$ cat src/rtl/uart_pkg.sv
// Shared UART definitions for the transmit and receive paths:
// parity modes, FSM state encoding and baud divisor helper.
package uart_pkg;

  localparam int PAR_NONE = 0;
  localparam int PAR_EVEN = 1;
  localparam int PAR_ODD  = 2;

  localparam logic [2:0] ST_IDLE   = 3'd0;
  localparam logic [2:0] ST_START  = 3'd1;
  localparam logic [2:0] ST_DATA   = 3'd2;
  localparam logic [2:0] ST_PARITY = 3'd3;
  localparam logic [2:0] ST_STOP   = 3'd4;

  function automatic int clks_per_bit(input int clk_freq, input int baud);
    return clk_freq / baud;
  endfunction

endpackage

$ cat src/rtl/uart_tx_fifo.sv
// Synchronous FIFO with registered occupancy and full/empty flags.
// The head entry is presented combinationally on rd_data.
module uart_tx_fifo #(
  parameter int WIDTH = 8,
  parameter int DEPTH = 4
) (
  input  logic             clk,
  input  logic             rst,
  input  logic             wr_en,
  input  logic [WIDTH-1:0] wr_data,
  input  logic             rd_en,
  output logic [WIDTH-1:0] rd_data,
  output logic             full,
  output logic             empty
);

  localparam int AW = $clog2(DEPTH);

  logic [WIDTH-1:0] mem [DEPTH];
  logic [AW-1:0]    wr_ptr;
  logic [AW-1:0]    rd_ptr;
  logic [AW:0]      count;
  logic [AW:0]      count_nxt;
  logic             do_wr;
  logic             do_rd;

  assign do_wr   = wr_en && !full;
  assign do_rd   = rd_en && !empty;
  assign rd_data = mem[rd_ptr];

  always_comb begin
    count_nxt = count;
    if (do_wr && !do_rd)
      count_nxt = count + 1'b1;
    else if (!do_wr && do_rd)
      count_nxt = count - 1'b1;
  end

  always_ff @(posedge clk or posedge rst) begin
    if (rst) begin
      wr_ptr <= '0;
      rd_ptr <= '0;
      count  <= '0;
      full   <= 1'b0;
      empty  <= 1'b1;
    end else begin
      if (do_wr)
        wr_ptr <= wr_ptr + 1'b1;
      if (do_rd)
        rd_ptr <= rd_ptr + 1'b1;
      count <= count_nxt;
      full  <= (count_nxt == (AW+1)'(DEPTH));
      empty <= (count_nxt == '0);
    end
  end

  // Storage needs no reset; validity is tracked by the pointers and count.
  always_ff @(posedge clk) begin
    if (do_wr)
      mem[wr_ptr] <= wr_data;
  end

endmodule

$ cat src/rtl/uart_tx.sv
// Byte-oriented UART transmitter: FIFO-buffered bytes serialised LSB first
// with optional parity and one or two stop bits.
//
// state     | meaning
// ----------+-----------------------------------------------
// ST_IDLE   | line high, waiting for a queued byte
// ST_START  | start bit (low)
// ST_DATA   | eight data bits, LSB first
// ST_PARITY | parity bit (only when parity is enabled)
// ST_STOP   | one or two stop bits (high), then next byte or idle
module uart_tx
  import uart_pkg::*;
#(
  parameter int CLK_FREQ   = 12_000_000,
  parameter int BAUD       = 9600,
  parameter int PARITY     = 0,
  parameter int STOP_BITS  = 1,
  parameter int FIFO_DEPTH = 4
) (
  input  logic       clk,
  input  logic       rst,
  input  logic [7:0] tx_data,
  input  logic       tx_valid,
  output logic       tx_ready,
  output logic       tx,
  output logic       busy
);

  localparam int CPB = clks_per_bit(CLK_FREQ, BAUD);
  localparam int CW  = $clog2(CPB);
  localparam logic [CW-1:0] BAUD_LAST = CW'(CPB - 1);
  localparam logic          STOP_LAST = 1'(STOP_BITS - 1);

  logic [2:0]    state;
  logic [CW-1:0] baud_cnt;
  logic [2:0]    bit_idx;
  logic          stop_idx;
  logic [7:0]    shift;
  logic          par_bit;

  logic [7:0]    fifo_data;
  logic          fifo_full;
  logic          fifo_empty;
  logic          bit_end;
  logic          pop;
  logic          head_par;

  assign bit_end  = (baud_cnt == BAUD_LAST);
  assign head_par = (PARITY == PAR_ODD) ? ~^fifo_data : ^fifo_data;
  assign pop      = !fifo_empty &&
                    ((state == ST_IDLE) ||
                     (state == ST_STOP && bit_end && stop_idx == STOP_LAST));

  assign tx_ready = !fifo_full;
  assign busy     = (state != ST_IDLE) || !fifo_empty;

  uart_tx_fifo #(
    .WIDTH (8),
    .DEPTH (FIFO_DEPTH)
  ) u_fifo (
    .clk     (clk),
    .rst     (rst),
    .wr_en   (tx_valid),
    .wr_data (tx_data),
    .rd_en   (pop),
    .rd_data (fifo_data),
    .full    (fifo_full),
    .empty   (fifo_empty)
  );

  // tx is registered, so each transition drives the level of the upcoming bit.
  always_ff @(posedge clk or posedge rst) begin
    if (rst) begin
      state    <= ST_IDLE;
      baud_cnt <= '0;
      bit_idx  <= '0;
      stop_idx <= 1'b0;
      shift    <= '0;
      par_bit  <= 1'b0;
      tx       <= 1'b1;
    end else begin
      baud_cnt <= (state == ST_IDLE || bit_end) ? '0 : baud_cnt + 1'b1;
      case (state)
        ST_IDLE: begin
          if (pop) begin
            shift   <= fifo_data;
            par_bit <= head_par;
            state   <= ST_START;
            tx      <= 1'b0;
          end
        end
        ST_START: begin
          if (bit_end) begin
            state   <= ST_DATA;
            bit_idx <= '0;
            tx      <= shift[0];
          end
        end
        ST_DATA: begin
          if (bit_end) begin
            if (bit_idx == 3'd7) begin
              if (PARITY != PAR_NONE) begin
                state <= ST_PARITY;
                tx    <= par_bit;
              end else begin
                state    <= ST_STOP;
                stop_idx <= 1'b0;
                tx       <= 1'b1;
              end
            end else begin
              shift   <= shift >> 1;
              bit_idx <= bit_idx + 1'b1;
              tx      <= shift[1];
            end
          end
        end
        ST_PARITY: begin
          if (bit_end) begin
            state    <= ST_STOP;
            stop_idx <= 1'b0;
            tx       <= 1'b1;
          end
        end
        ST_STOP: begin
          if (bit_end) begin
            if (stop_idx != STOP_LAST) begin
              stop_idx <= stop_idx + 1'b1;
            end else if (pop) begin
              shift   <= fifo_data;
              par_bit <= head_par;
              state   <= ST_START;
              tx      <= 1'b0;
            end else begin
              state <= ST_IDLE;
            end
          end
        end
        default: begin
          state <= ST_IDLE;
          tx    <= 1'b1;
        end
      endcase
    end
  end

endmodule
$ cat config.mk
export PLATFORM = sky130hd
export DESIGN_NAME = uart_tx
export DESIGN_NICKNAME = d
export VERILOG_FILES = /design/src/rtl/uart_pkg.sv /design/src/rtl/uart_tx_fifo.sv /design/src/rtl/uart_tx.sv
export SDC_FILE = /design/constraint.sdc
export NUM_CORES = 1
export LEC_CHECK = 0
export CORE_MARGIN = 2
export CORE_UTILIZATION = 40
export DETAILED_ROUTE_END_ITERATION = 16
export GPL_ROUTABILITY_DRIVEN = 1
export GPL_TIMING_DRIVEN = 1
export SLEW_MARGIN = 20
export SYNTH_ARGS = -nofsm -noshare
export SYNTH_HDL_FRONTEND = slang
export SYNTH_HIERARCHICAL = 1
export SYNTH_SLANG_ARGS = --single-unit
$ cat constraint.sdc
create_clock -name clk -period 6.71 [get_ports clk]
set_input_delay 0.671 -clock clk [delete_from_list [all_inputs] [get_ports clk]]
set_output_delay 0.671 -clock clk [all_outputs]
set_load 0.01 [all_outputs]
==> results.toml, run 1 <==
[sta]
min_period_ns = 2.811
worst_hold_slack_ns = 0.4815
timing.final.crit_share = 0.4190
slew_headroom = 0.3681
clock_skew_ns = 0.008669
fmax_mhz = 355.7
rsz0062_at_grt = "false"
worst_pin_slew_ns = 0.9421
drv_slew = 0
finalSetupViolations = 0
setup_tns_ns = 0
hold_violations = 0

[pwr]
total_power_mw = 1.293
p_per_area_nw_per_um2 = 369.8
cellLeakagePower_nw = 1.337
peakVddDrop_uv = 198.7

[route]
wl_per_cell_um = 13.88
drc = 0
vias = 1683
totalWireLength_um = 4734
ant_nets = 0
via_per_inst = 4.935
dr.pass1.iters = 4
drt_iter0_drc = 58

[cts]
cts_setup_buffers = 0
htreeDepth = 3
path_clk_slew_ns = 0.07
cts_hold_buf = 0
clk-insertion-delay-late_ns = 0.33
numCtsBuffers = 9
cts_tree = "built"
numClockSinks = 67
cts.repair.resized = 0
clock-root-buffer = "clkbuf_8"
clockBufferDepth = 2

[global_route]
grt-ovfl-total = 0
grt_max_degree = 27
antenna_found_initial = 0
grt_pass1_wl_um = 8424
grt_pass1_vias = 1771
track_usage = 0.1289

[synthesis]
synth-compound-area-share = 0.04442
synth_edf_count = 32
synthDistinctLibCells = 45
syn-num-nets = 244
ys_ff_latch = 67
synthTopCellsByCount = "33 x dfrtp_1, 32 x edfxtp_1, 19 x nor2_1"
yosys.area_share.xor_xnor = 0.03993
synth_top_area_frac = 0.3130
synthFlopType = "dfrtp_1"
synthSimpleGateAreaFrac = 0.1174
synthesis.area_sq_um = 3070
seq_area_frac_synth = 0.5990
synth_top_family_by_area = "multiplexers"
synth_adder_area_share = 0.04075
syn_area_per_cell_sq_um = 13.77
synth_most_common_cell = "dfrtp_1"
synth_mux_area_frac = 0.1284
synth_area_leader_cell = "edfxtp_1"
yosysWarnings = 6
synth_cells = 223
async_flop_share = 0.5224
netlist_top_cells_area = "edfxtp_1 31%, dfrtp_1 27%, mux4_2 5.9%"

[status]
outcome = "finished clean"

[placement]
dp.cells = 326
io_buffers = 13
placed_cell_area_sq_um = 3281
dp_hpwl_um = 3213
gp_congestion = 0.7176

[flow_run]
max-cap-violations = 0

[critical_path]
critPathMaxFanout = 13
cp.required_ns = 6.96
arrival_ns = 3.06
worstSetupPathType = "reg -> reg"
start_kind = "flip-flop"
crit_path_end_kind = "flip-flop"

[floorplanning]
die_w_um = 91.62
io_pins = 14
core_area_sq_um = 7331
dieArea_sq_um = 8393
start_util = 0.4188
die_h_um = 91.62
rows = 31

[layout]
final_area_sq_um = 3496
finalNonFillerCells = 341
drive_above_1_share = 0.1694
nets = 259
n_antenna_cell = 0
syn2layout_area_growth_pct = 13.85

[worst_hold_path]
hold_path.class = "reg -> reg"
==> registers in the layout, indices dropped and copies added, names as in the netlist, 2 cells and up <==
| register | count |
|---|---|
| shift | 8 |
| u_fifo/count | 3 |
| bit_idx | 3 |
| u_fifo/wr_ptr | 2 |
| baud_cnt | 11 |
| state | 3 |
| u_fifo/mem | 32 |
| u_fifo/rd_ptr | 2 |
==> metal layers <==
layer  share of wire  GRT usage  routed length [um]
met4          0.0057    0.05934                  27
met1            0.48     0.1646                2281
met5               0          0                   0
met2            0.48     0.1991                2255
met3           0.036    0.04273                 169
==> kinds of logic (layout without fill, tap and decap cells) <==
logic type,count (synthesis),after routing
compound gates,18,18
xor+xnor,14,14
fa+ha+maj,10,10
buf+inv,22,41
flops,67,67
mux,27,27
simple gates,65,65
==> layout make-up <==
class / instances / area, sq um
Clock buffer: 9 / 123.9
Clock inverter: 6 / 91.34
Fill cell: 653 / 3835
Inverter: 13 / 48.80
Multi-Input combinational cell: 134 / 1139
Sequential cell: 67 / 1839
Tap cell: 99 / 123.9
Timing Repair Buffer: 13 / 130.1
==> worst max-delay path, stage by stage, from the launching register on <==
cell      delay (ns)
dfrtp_1         0.43
or4b_1          0.52
or4_4           0.53
a21oi_1         0.25
nor2b_4         0.26
nor2_1          0.07
or4_4           0.43
a211oi_2        0.22
==> cell usage in the layout (no fill, tap or decap), types with 2 or more instances in the layout <==
| cell | netlist | routed |
|---|---|---|
| a21oi_1 | 5 | 5 |
| and2_1 | 4 | 4 |
| and3_1 | 2 | 2 |
| bufinv_16 | 0 | 2 |
| clkbuf_8 | 0 | 9 |
| clkdlybuf4s50_1 | 0 | 13 |
| clkinvlp_4 | 0 | 3 |
| dfrtp_1 | 33 | 33 |
| dfstp_2 | 2 | 2 |
| edfxtp_1 | 32 | 32 |
| ha_1 | 10 | 10 |
| inv_1 | 13 | 12 |
| mux2_1 | 8 | 8 |
| mux2_2 | 7 | 7 |
| mux2i_1 | 3 | 3 |
| mux4_2 | 8 | 8 |
| nand2_1 | 7 | 7 |
| nand2b_1 | 2 | 2 |
| nand3_1 | 5 | 5 |
| nand4_1 | 4 | 4 |
| nor2_1 | 19 | 19 |
| nor2b_1 | 3 | 3 |
| nor3_1 | 7 | 7 |
| o211ai_1 | 2 | 2 |
| o21ai_0 | 2 | 2 |
| o21ai_1 | 2 | 2 |
| or3_1 | 2 | 2 |
| or4_4 | 2 | 2 |
| xnor2_1 | 9 | 9 |
| xor2_1 | 5 | 5 |
==> report_power, final <==
group / internal (mW) / switching [mW]
clock network: 0.208 / 0.155
logic: 0.167 / 0.129
registers: 0.543 / 0.0914
==> worst paths after layout <==
kind / start / to / slack [ns] / cells after the start
worst max-delay path: baud_cnt[4]$_DFF_PP0_ / u_fifo/full$_DFF_PP0_ / 3.90 / 7
worst min-delay path: shift[6]$_DFFE_PP0P_ / shift[6]$_DFFE_PP0P_ / 0.48 / 1
worst max register to register: baud_cnt[4]$_DFF_PP0_ / u_fifo/full$_DFF_PP0_ / 3.90 / 7
worst min register to register: shift[6]$_DFFE_PP0P_ / shift[6]$_DFFE_PP0P_ / 0.48 / 1
max in group asynchronous: rst / baud_cnt[3]$_DFF_PP0_ / 5.51 / 2
min in group asynchronous: rst / u_fifo/rd_ptr[0]$_DFFE_PP0P_ / 0.63 / 2
==> metrics by stage <==
step	setup WS (ns)	utilization
2_1_floorplan	3.934	-
3_3_place_gp	3.997	0.4475
3_5_place_dp	3.925	0.4475
4_1_cts	3.904	0.4769
5_1_grt	3.799	0.4769
6_report	3.899	0.4769
Note: power is estimated with default switching activity, not from simulation.
==> run 2: changes to the inputs <==
Clock period 6.71 ns to 2.4 ns, I/O delays scaled along.
==> run 2 against run 1 <==
Effect of this change: the run now ends with setup timing left; clock power rose to 2.8 times the previous value; maximum frequency up 16%; die area unchanged; sequential power rose to 2.7 times the previous value; hold slack worse by 0.28 ns; first-iteration DRC count unchanged; power rose to 2.9 times the previous value; flip-flop and latch count unchanged.
==> results.toml, run 2 (synthesis results as in run 1) <==
[status]
outcome = "finished, violations left"
violations = "setup timing"

[layout]
layout_commonest_cell = "dfrtp_1"
nets = 276
final_area_sq_um = 3662
syn2layout_area_growth_pct = 19.27
fill_cells = 626
regMostFlops = "u_fifo/mem"
reg_top3 = "u_fifo/mem x32, baud_cnt x11, shift x8"
largest_register_ffs = 32
drive_above_1_share = 0.2462
n_antenna_cell = 0
final_cell_mix = "33 x dfrtp_1, 32 x edfxtp_1, 18 x nor2_1"

[critical_path]
critPathMaxFanout = 2
crit_chain = "or4b_1 -> or4_4 -> a21oi_4 -> nor2b_4 -> nor2_1 -> or4_4 -> a211oi_2"
worstReg2RegStart = "baud_cnt[3]$_DFF_PP0_"
cp_top_family = "simple AND/OR/NAND/NOR gates"
worstReg2RegEnd = "u_fifo/full$_DFF_PP0_"
slowest_stage = "or4b_1"
reg2reg_depth = 7
arrival_ns = 2.68
crit_path_end_kind = "flip-flop"
crit_buf_inv = 0
crit_path_frequent_cell = "or4_4"
cp.required_ns = 2.66
worstSetupPathType = "reg -> reg"
crit_path_max_incr_delay_ns = 0.50
r2r_setup_slack_ns = -0.02
start_kind = "flip-flop"

[floorplanning]
start_util = 0.4188
rows = 31
die_h_um = 91.62
io_pins = 14
dieArea_sq_um = 8393
die_w_um = 91.62
core_area_sq_um = 7331

[cts]
numClockSinks = 67
path_clk_slew_ns = 0.07
numCtsBuffers = 9
clk-insertion-delay-late_ns = 0.34
clock-root-buffer = "clkbuf_8"
htreeDepth = 3
clockBufferDepth = 2
cts_tree = "built"

[sta]
finalWorstSetupSlack_ns = -0.02064
clock_skew_ns = 0.006163
slew_headroom = 0.6782
min_period_ns = 2.421
worst_pin_slew_ns = 0.4827
setup_tns_ns = -0.02064
drv_slew = 0
timing.final.crit_share = 1.009
finalSetupViolations = 1
rsz0062_at_grt = "true"
worst_hold_slack_ns = 0.1969
fmax_mhz = 413.1
hold_violations = 0

[placement]
io_buffers = 13
placed_cell_area_sq_um = 3405
gp_congestion = 0.8002
dp_hpwl_um = 3398
place_ws_ns = -0.06943

[route]
ant_nets = 0
drc = 0
vias = 1744
drt_iter0_drc = 58
via_per_inst = 4.858
dr.pass1.iters = 4
wl_per_cell_um = 14.14
totalWireLength_um = 5078

[flow_run]
max-cap-violations = 0

[pwr]
peakVddDrop_uv = 538.4
p_per_area_nw_per_um2 = 1032
cellLeakagePower_nw = 1.435
total_power_mw = 3.779

[worst_hold_path]
hold_path.class = "in -> async"

[global_route]
grt_pass1_vias = 1849
antenna_found_initial = 0
track_usage = 0.1371
grt_max_degree = 27
grt-ovfl-total = 0
grt_pass1_wl_um = 8687
-- run 2: area by class of cell --
cell class,count,area (sq um),area share
flip-flops and latches,67,1839,0.5022
multi-input cells,134,1172,0.3201
repair buffers,30,261.5,0.07140
clock buffers,9,123.9,0.03382
well taps,99,123.9,0.03382
clock inverters,7,92.59,0.02528
inverters,13,48.80,0.01332
-- run 2: through the flow --
stage | cells | util
floorplan | 223 | -
global placement | 342 | 0.4644
detailed placement | 342 | 0.4644
CTS | 358 | 0.4956
global route | 359 | 0.4996
finish | 359 | 0.4996
-- run 2: worst max path at each step --
| stage | from | end | slack, ns | cells past startpoint |
|---|---|---|---|---|
| 3_5_place_dp | baud_cnt[3]$_DFF_PP0_ | u_fifo/full$_DFF_PP0_ | -0.07 | 7 |
| 5_1_grt | baud_cnt[3]$_DFF_PP0_ | u_fifo/full$_DFF_PP0_ | -0.15 | 7 |
| 3_3_place_gp | baud_cnt[3]$_DFF_PP0_ | u_fifo/full$_DFF_PP0_ | -0.01 | 7 |
| 4_1_cts | baud_cnt[3]$_DFF_PP0_ | u_fifo/full$_DFF_PP0_ | -0.02 | 7 |
| 6_report | baud_cnt[3]$_DFF_PP0_ | u_fifo/full$_DFF_PP0_ | -0.02 | 7 |
| 2_1_floorplan | baud_cnt[4]$_DFF_PP0_ | u_fifo/full$_DFF_PP0_ | -0.29 | 9 |
-- run 2: what timing repair did --
item,in CTS,in global routing
pin swaps,2,1
gates cloned,0,0
gates resized for setup,2,5
hold buffers,0,0
endpoints found under the setup margin,3,5
hold endpoints to repair,0,0
setup buffers,0,1
-- run 2: metal layers --
| metal | up-vias | share of wire | track usage |
|---|---|---|---|
| met5 | - | 0 | 0 |
| met4 | 0 | 0.020 | 0.07576 |
| met3 | 9 | 0.025 | 0.03615 |
| met2 | 19 | 0.51 | 0.2341 |
| met1 | 857 | 0.44 | 0.1561 |
| li1 | 859 | - | - |
-- run 2: power by group --
| group | internal, mW | switching [mW] |
|---|---|---|
| Sequential | 1.52 | 0.181 |
| Clock | 0.581 | 0.433 |
| Combinational | 0.579 | 0.487 |
| Total | 2.68 | 1.10 |
